<file path="src/rtl/unidade_controle_multiciclo_if.sv">
// Control bundle between the multicycle controller and the RV64 datapath.
// master = controller (reads IR fields/Zero, drives enables/selects), slave = datapath.
interface unidade_controle_multiciclo_if #(
   parameter int STATE_W = 5
);
   logic [6:0]         Instr6_0;
   logic [2:0]         Funct3;
   logic               Funct7_5;
   logic               Zero;
   logic               PCWrite;
   logic               IRWrite;
   logic               RegWrite;
   logic               DMemWrite;
   logic               LoadAB;
   logic               LoadALUOut;
   logic               LoadMDR;
   logic [1:0]         ALUSrcA;
   logic [1:0]         ALUSrcB;
   logic [2:0]         ALUFunct;
   logic [1:0]         MemToReg;
   logic [1:0]         PCSource;
   logic [STATE_W-1:0] state;
   logic               Error;

   modport master (
      input  Instr6_0, Funct3, Funct7_5, Zero,
      output PCWrite, IRWrite, RegWrite, DMemWrite, LoadAB, LoadALUOut, LoadMDR,
             ALUSrcA, ALUSrcB, ALUFunct, MemToReg, PCSource, state, Error
   );

   modport slave (
      output Instr6_0, Funct3, Funct7_5, Zero,
      input  PCWrite, IRWrite, RegWrite, DMemWrite, LoadAB, LoadALUOut, LoadMDR,
             ALUSrcA, ALUSrcB, ALUFunct, MemToReg, PCSource, state, Error
   );
endinterface

</file>
<file path="src/rtl/unidade_controle_multiciclo.sv">
// Multicycle RV64 control FSM: fetch/decode/execute/memory/writeback sequencing.
// Outputs are Moore-decoded from state, except PCWrite in BRANCH which follows Zero.
module unidade_controle_multiciclo #(
   parameter int STATE_W = 5
) (
   input logic                          clk,
   input logic                          Reset,
   unidade_controle_multiciclo_if.master ctrl
);
   localparam logic [4:0] S_RESET     = 5'd0;
   localparam logic [4:0] S_FETCH     = 5'd1;
   localparam logic [4:0] S_DECODE    = 5'd2;
   localparam logic [4:0] S_MEM_ADDR  = 5'd3;
   localparam logic [4:0] S_LOAD_READ = 5'd4;
   localparam logic [4:0] S_LOAD_WB   = 5'd5;
   localparam logic [4:0] S_STORE     = 5'd6;
   localparam logic [4:0] S_R_EXEC    = 5'd7;
   localparam logic [4:0] S_R_WB      = 5'd8;
   localparam logic [4:0] S_I_EXEC    = 5'd9;
   localparam logic [4:0] S_I_WB      = 5'd10;
   localparam logic [4:0] S_BRANCH    = 5'd11;
   localparam logic [4:0] S_JAL       = 5'd12;
   localparam logic [4:0] S_JALR      = 5'd13;
   localparam logic [4:0] S_LUI       = 5'd14;
   localparam logic [4:0] S_ERROR     = 5'd15;

   localparam logic [6:0] OP_R      = 7'b0110011;
   localparam logic [6:0] OP_I      = 7'b0010011;
   localparam logic [6:0] OP_LOAD   = 7'b0000011;
   localparam logic [6:0] OP_STORE  = 7'b0100011;
   localparam logic [6:0] OP_BRANCH = 7'b1100011;
   localparam logic [6:0] OP_JAL    = 7'b1101111;
   localparam logic [6:0] OP_JALR   = 7'b1100111;
   localparam logic [6:0] OP_LUI    = 7'b0110111;

   localparam logic [2:0] ALU_PASSB = 3'b000;
   localparam logic [2:0] ALU_ADD   = 3'b001;
   localparam logic [2:0] ALU_SUB   = 3'b010;
   localparam logic [2:0] ALU_AND   = 3'b011;
   localparam logic [2:0] ALU_OR    = 3'b100;
   localparam logic [2:0] ALU_XOR   = 3'b101;

   logic [4:0] state_q;
   logic [4:0] state_d;
   logic [2:0] arith_funct;
   logic       arith_ok;
   logic       branch_ok;
   logic       branch_taken;

   // Arithmetic decode shared by R and I; Funct7_5 selects sub only for R-type.
   always_comb begin
      arith_ok    = 1'b1;
      arith_funct = ALU_PASSB;
      case (ctrl.Funct3)
         3'b000:  arith_funct = (state_q == S_R_EXEC && ctrl.Funct7_5) ? ALU_SUB : ALU_ADD;
         3'b111:  arith_funct = ALU_AND;
         3'b110:  arith_funct = ALU_OR;
         3'b100:  arith_funct = ALU_XOR;
         default: arith_ok    = 1'b0;
      endcase
   end

   always_comb begin
      branch_ok    = 1'b0;
      branch_taken = 1'b0;
      case (ctrl.Funct3)
         3'b000: begin
            branch_ok    = 1'b1;
            branch_taken = ctrl.Zero;
         end
         3'b001: begin
            branch_ok    = 1'b1;
            branch_taken = ~ctrl.Zero;
         end
         default: begin
            branch_ok    = 1'b0;
            branch_taken = 1'b0;
         end
      endcase
   end

   always_comb begin
      state_d = state_q;
      case (state_q)
         S_RESET:     state_d = S_FETCH;
         S_FETCH:     state_d = S_DECODE;
         S_DECODE: begin
            case (ctrl.Instr6_0)
               OP_R:             state_d = S_R_EXEC;
               OP_I:             state_d = S_I_EXEC;
               OP_LOAD, OP_STORE: state_d = S_MEM_ADDR;
               OP_BRANCH:        state_d = S_BRANCH;
               OP_JAL:           state_d = S_JAL;
               OP_JALR:          state_d = S_JALR;
               OP_LUI:           state_d = S_LUI;
               default:          state_d = S_ERROR;
            endcase
         end
         S_MEM_ADDR:  state_d = (ctrl.Instr6_0 == OP_LOAD) ? S_LOAD_READ : S_STORE;
         S_LOAD_READ: state_d = S_LOAD_WB;
         S_LOAD_WB:   state_d = S_FETCH;
         S_STORE:     state_d = S_FETCH;
         S_R_EXEC:    state_d = arith_ok ? S_R_WB : S_ERROR;
         S_R_WB:      state_d = S_FETCH;
         S_I_EXEC:    state_d = arith_ok ? S_I_WB : S_ERROR;
         S_I_WB:      state_d = S_FETCH;
         S_BRANCH:    state_d = branch_ok ? S_FETCH : S_ERROR;
         S_JAL:       state_d = S_FETCH;
         S_JALR:      state_d = S_FETCH;
         S_LUI:       state_d = S_FETCH;
         S_ERROR:     state_d = S_ERROR;
         default:     state_d = S_ERROR;
      endcase
   end

   // Reset wins over every transition, including mid-instruction.
   always_ff @(posedge clk) begin
      if (Reset) state_q <= S_RESET;
      else       state_q <= state_d;
   end

   always_comb begin
      ctrl.PCWrite    = 1'b0;
      ctrl.IRWrite    = 1'b0;
      ctrl.RegWrite   = 1'b0;
      ctrl.DMemWrite  = 1'b0;
      ctrl.LoadAB     = 1'b0;
      ctrl.LoadALUOut = 1'b0;
      ctrl.LoadMDR    = 1'b0;
      ctrl.ALUSrcA    = 2'b00;
      ctrl.ALUSrcB    = 2'b00;
      ctrl.ALUFunct   = ALU_PASSB;
      ctrl.MemToReg   = 2'b00;
      ctrl.PCSource   = 2'b00;
      ctrl.Error      = 1'b0;
      case (state_q)
         S_FETCH: begin
            ctrl.IRWrite  = 1'b1;
            ctrl.PCWrite  = 1'b1;
            ctrl.ALUSrcB  = 2'b01;
            ctrl.ALUFunct = ALU_ADD;
         end
         S_DECODE: begin
            ctrl.LoadAB     = 1'b1;
            ctrl.LoadALUOut = 1'b1;
            ctrl.ALUSrcB    = 2'b10;
            ctrl.ALUFunct   = ALU_ADD;
         end
         S_MEM_ADDR: begin
            ctrl.ALUSrcA    = 2'b01;
            ctrl.ALUSrcB    = 2'b10;
            ctrl.ALUFunct   = ALU_ADD;
            ctrl.LoadALUOut = 1'b1;
         end
         S_LOAD_READ: ctrl.LoadMDR = 1'b1;
         S_LOAD_WB: begin
            ctrl.RegWrite = 1'b1;
            ctrl.MemToReg = 2'b01;
         end
         S_STORE: ctrl.DMemWrite = 1'b1;
         S_R_EXEC, S_I_EXEC: begin
            ctrl.ALUSrcA    = 2'b01;
            ctrl.ALUSrcB    = (state_q == S_I_EXEC) ? 2'b10 : 2'b00;
            ctrl.ALUFunct   = arith_funct;
            ctrl.LoadALUOut = 1'b1;
         end
         S_R_WB, S_I_WB: ctrl.RegWrite = 1'b1;
         S_BRANCH: begin
            ctrl.ALUSrcA  = 2'b01;
            ctrl.ALUFunct = ALU_SUB;
            ctrl.PCSource = 2'b01;
            ctrl.PCWrite  = branch_taken;
         end
         S_JAL: begin
            ctrl.RegWrite = 1'b1;
            ctrl.MemToReg = 2'b10;
            ctrl.PCWrite  = 1'b1;
            ctrl.PCSource = 2'b01;
         end
         S_JALR: begin
            ctrl.RegWrite = 1'b1;
            ctrl.MemToReg = 2'b10;
            ctrl.ALUSrcA  = 2'b01;
            ctrl.ALUSrcB  = 2'b10;
            ctrl.ALUFunct = ALU_ADD;
            ctrl.PCWrite  = 1'b1;
         end
         S_LUI: begin
            ctrl.RegWrite = 1'b1;
            ctrl.MemToReg = 2'b11;
         end
         S_ERROR: ctrl.Error = 1'b1;
         default: ;
      endcase
   end

   assign ctrl.state = STATE_W'(state_q);
endmodule

</file>
<file path="src/flat_wrapper.sv">
// flat-port wrapper written by rule: the top's interface ports become plain ports
module unidade_controle_multiciclo_flat 
#(
   parameter int STATE_W = 5
)
  (clk, Reset, ctrl_Instr6_0, ctrl_Funct3, ctrl_Funct7_5, ctrl_Zero, ctrl_PCWrite, ctrl_IRWrite, ctrl_RegWrite, ctrl_DMemWrite, ctrl_LoadAB, ctrl_LoadALUOut, ctrl_LoadMDR, ctrl_ALUSrcA, ctrl_ALUSrcB, ctrl_ALUFunct, ctrl_MemToReg, ctrl_PCSource, ctrl_state, ctrl_Error);
  unidade_controle_multiciclo_if #(.STATE_W(STATE_W)) ctrl_i ();
  input logic clk;
  input logic Reset;
  input wire logic [$bits(ctrl_i.Instr6_0)-1:0] ctrl_Instr6_0;
  input wire logic [$bits(ctrl_i.Funct3)-1:0] ctrl_Funct3;
  input wire logic [$bits(ctrl_i.Funct7_5)-1:0] ctrl_Funct7_5;
  input wire logic [$bits(ctrl_i.Zero)-1:0] ctrl_Zero;
  output wire logic [$bits(ctrl_i.PCWrite)-1:0] ctrl_PCWrite;
  output wire logic [$bits(ctrl_i.IRWrite)-1:0] ctrl_IRWrite;
  output wire logic [$bits(ctrl_i.RegWrite)-1:0] ctrl_RegWrite;
  output wire logic [$bits(ctrl_i.DMemWrite)-1:0] ctrl_DMemWrite;
  output wire logic [$bits(ctrl_i.LoadAB)-1:0] ctrl_LoadAB;
  output wire logic [$bits(ctrl_i.LoadALUOut)-1:0] ctrl_LoadALUOut;
  output wire logic [$bits(ctrl_i.LoadMDR)-1:0] ctrl_LoadMDR;
  output wire logic [$bits(ctrl_i.ALUSrcA)-1:0] ctrl_ALUSrcA;
  output wire logic [$bits(ctrl_i.ALUSrcB)-1:0] ctrl_ALUSrcB;
  output wire logic [$bits(ctrl_i.ALUFunct)-1:0] ctrl_ALUFunct;
  output wire logic [$bits(ctrl_i.MemToReg)-1:0] ctrl_MemToReg;
  output wire logic [$bits(ctrl_i.PCSource)-1:0] ctrl_PCSource;
  output wire logic [$bits(ctrl_i.state)-1:0] ctrl_state;
  output wire logic [$bits(ctrl_i.Error)-1:0] ctrl_Error;
  assign ctrl_i.Instr6_0 = ctrl_Instr6_0;
  assign ctrl_i.Funct3 = ctrl_Funct3;
  assign ctrl_i.Funct7_5 = ctrl_Funct7_5;
  assign ctrl_i.Zero = ctrl_Zero;
  assign ctrl_PCWrite = ctrl_i.PCWrite;
  assign ctrl_IRWrite = ctrl_i.IRWrite;
  assign ctrl_RegWrite = ctrl_i.RegWrite;
  assign ctrl_DMemWrite = ctrl_i.DMemWrite;
  assign ctrl_LoadAB = ctrl_i.LoadAB;
  assign ctrl_LoadALUOut = ctrl_i.LoadALUOut;
  assign ctrl_LoadMDR = ctrl_i.LoadMDR;
  assign ctrl_ALUSrcA = ctrl_i.ALUSrcA;
  assign ctrl_ALUSrcB = ctrl_i.ALUSrcB;
  assign ctrl_ALUFunct = ctrl_i.ALUFunct;
  assign ctrl_MemToReg = ctrl_i.MemToReg;
  assign ctrl_PCSource = ctrl_i.PCSource;
  assign ctrl_state = ctrl_i.state;
  assign ctrl_Error = ctrl_i.Error;
  unidade_controle_multiciclo #(.STATE_W(STATE_W)) u_core (.clk(clk), .Reset(Reset), .ctrl(ctrl_i));
endmodule
</file>
<file path="config.mk">
export PLATFORM = sky130hd
export DESIGN_NAME = unidade_controle_multiciclo_flat
export DESIGN_NICKNAME = d
export VERILOG_FILES = /design/src/rtl/unidade_controle_multiciclo_if.sv /design/src/rtl/unidade_controle_multiciclo.sv /design/src/flat_wrapper.sv
export SDC_FILE = /design/constraint.sdc
export NUM_CORES = 1
export LEC_CHECK = 0
export ABC_AREA = 1
export ABC_CLOCK_PERIOD_IN_PS = 3600
export CORE_AREA = 10 10 47 49
export CTS_BUF_LIST = sky130_fd_sc_hd__clkbuf_16
export CTS_CLUSTER_DIAMETER = 60
export DETAILED_ROUTE_END_ITERATION = 8
export DIE_AREA = 0 0 57 59
export DONT_BUFFER_PORTS = 1
export HOLD_SLACK_MARGIN = 0.06
export PLACE_DENSITY_LB_ADDON = 0.15
export SLEW_MARGIN = 40
export SYNTH_ARGS = -nofsm -noshare
export SYNTH_HDL_FRONTEND = slang
export SYNTH_SLANG_ARGS = --single-unit
</file>
<file path="constraint.sdc">
create_clock -name clk -period 3.6 [get_ports clk]
set_input_delay 0.72 -clock clk [delete_from_list [all_inputs] [get_ports clk]]
set_output_delay 0.72 -clock clk [all_outputs]
set_load 0.01 [all_outputs]
</file>
==> impl_metrics.tcl <==
set metrics [dict create \
    slew_headroom_pct 52.18 \
    setup_viol 0 \
    reg2regPathDepth 7 \
    grt_util_all_layers_pct 10.71 \
    place_area_sq_um 613.1 \
    fin_cells 140 \
    finalWirelength_um 1811 \
    wl_per_cell_um 12.94 \
    area_delta_synth_final_pct 11.79 \
    worstSetupPathType "reg -> out" \
    p_leak_nw 0.3704 \
    rrSetupSlack_ps 2070 \
    final-max-slew-violation-count 0 \
    place_congestion 0.8857 \
    grt.overflow.total 0 \
    core_sq_mm 0.001401 \
    nNetsFinal 140 \
    status "finished clean" \
    synth.area.top_cells "nand2_1 (22%), dfxtp_1 (13%), nor2_1 (13%), inv_1 (10%), nand3_1 (7.3%)" \
    yosysTopAreaCell "nand2_1" \
    ys_seq_area_share_pct 13.01 \
    cts_num_sinks 4 \
    seqCellArea_sq_um 80.08 \
    portBuffers 0 \
    synth.ff_latch_count 4 \
    antenna_found_initial 0 \
    cp.required_ps 2880 \
    htree_levels 1 \
    syn_inst 123 \
    r2r-end "u_core.ctrl.state[2]" \
    rows 14 \
    diodes 0 \
    yosysTopAreaCellShare_pct 21.95 \
    clk_latency_ps 220 \
    grt_setup_unrepaired "no" \
    irDropWorstVdd_mv 0.2278 \
    syn_avg_cell_area_sq_um 5.005 \
    post_cts_resized 0 \
    start_kind "flip-flop" \
    cts_made_buffers 3 \
    vias 743 \
    first_global_vias 774 \
    final_cell_area_sq_um 688.2 \
    drt-vias-per-instance 5.307 \
    post-cts-setup-buffer-count 0 \
    endpoint_kind "primary output" \
    cts_tree "built" \
    fin_worst_skew_ps 2.154 \
    die_h_um 59 \
    grt_max_degree 9 \
    fin_crit_sh_pct 69.04 \
    drive_above_1_share_pct 7.258 \
    die_area_sq_mm 0.003363 \
    fin_crit_ps 2485 \
    path_max_fanout 8 \
    cts.clk_slew.worst_paths_ps 30 \
    worst_slew_pin_slew_ps 708.3 \
    cap_violations 0 \
    dp_cells 137 \
    pwr_density_cell_mw_per_mm2 778.7 \
    nFillCells 160 \
    largest_reg_flops 4 \
    clk_path_buf_depth 2 \
    ios 38 \
    die_x_um 57 \
    syn_area_sq_um 615.6 \
    grt_pass1_wl_um 3091 \
    endpoint "ctrl_PCWrite" \
    cp_data_arrival_time_ps 1770 \
    detail-route-antenna-nets 0 \
    setup_tns_ps 0 \
    regToRegStartpoint "u_core.ctrl.state[3]" \
    ys_warn_count 0 \
    drcViolationCount 0 \
    hold_violations 0 \
    cts-root-buf "clkbuf_16" \
    initial_core_util_pct 43.93 \
    fmax_ghz 0.4024 \
    post-dp-hpwl_um 1572 \
    crit_start "u_core.ctrl.state[1]" \
    hold_buffers 0 \
    synthDistinctLibCells 21 \
    drt_iter0_drc 21 \
    dr.pass1.iters 4 \
    hold_class "in -> reg" \
    multi_input_area_sq_um 445.4 \
]
## cells in the mapped netlist
cell and instances:
a21oi_1 6, a31oi_1 1, buf_4 4, conb_1 1, dfxtp_1 4, inv_1 17
inv_2 1, nand2_1 36, nand2_2 3, nand3_1 9, nand3b_1 1, nand4_1 2
nor2_1 21, nor2_2 1, nor3_1 4, nor4_1 1, o21ai_0 5, o22ai_1 3
o311ai_0 1, or2_2 1, xnor2_1 1
## placed cells by master, fill, tap and decap left out
cell        n
nor3_1      4
nand2_1    36
nor2_1     21
a31oi_1     1
xnor2_1     1
clkbuf_16   3
nor4_1      1
inv_1      17
o22ai_1     3
nand2_2     3
o311ai_0    1
nand4_1     2
o21ai_0     5
conb_1      3
a21oi_1     6
inv_2       1
nor2_2      1
or2_2       1
nand3b_1    1
dfxtp_1     4
nand3_1     9
## worst min-delay path by stage
stage	start	to	slack, ps	cells past startpoint
after floorplan	u_core.ctrl.state[0]	u_core.ctrl.state[0]	680	3
after global placement	u_core.ctrl.state[0]	u_core.ctrl.state[0]	750	3
after detailed placement	u_core.ctrl.state[0]	u_core.ctrl.state[0]	740	3
after CTS	Reset	u_core.ctrl.state[2]	560	1
after global routing	Reset	u_core.ctrl.state[0]	560	1
final	Reset	u_core.ctrl.state[2]	560	1
## cell families (layout without fill, tap and decap cells)
logic type | Yosys count | in the layout | synth area share, %
other | 1 | 3 | 0.6092
flip-flops | 4 | 4 | 13.01
AND/OR/NAND/NOR | 79 | 79 | 54.68
buffers and inverters | 22 | 21 | 15.85
AO/OA/AOI/OAI | 16 | 16 | 14.43
XOR/XNOR | 1 | 1 | 1.423
## final cells by class
type                            count  area share (%)
Clock buffer                        3           10.91
Inverter                           18           9.818
Multi-Input combinational cell     99           64.73
Sequential cell                     4           11.64
Tap cell                           16           2.909
## per-stage QoR
stage / setup slack (ps) / power (mW) / hold WS [ps] / util [%]
final: 1115 / 0.5359 / 561.7 / 49.11
after global routing: 1000 / 0.5884 / 563.8 / 49.11
after CTS: 1114 / 0.5414 / 561.2 / 49.11
after detailed placement: 1212 / 0.3667 / 742.4 / 43.75
after global placement: 1226 / 0.3660 / 751.6 / 43.75
after floorplan: 1320 / 0.3244 / 681.9 / -
## report_power, final
group          switching [mW]  internal [mW]
logic                   0.183         0.0737
clock network          0.0305          0.142
registers              0.0437         0.0636
total                   0.257          0.279
## worst max-delay path, stage by stage, from the launching register on
cell	delay (ps)
dfxtp_1	520
nand2_2	140
inv_1	120
nand2_1	100
o311ai_0	660
## layer usage
metal / wire (um) / up-vias / GRT usage [%]
met5: 0 / - / 0
met4: 18 / 0 / 5.369
met1: 708 / 328 / 11.51
met3: 141 / 2 / 2.575
met2: 942 / 23 / 19.07
li1: - / 390 / -
No activity file was read; power rests on OpenSTA's default activity.
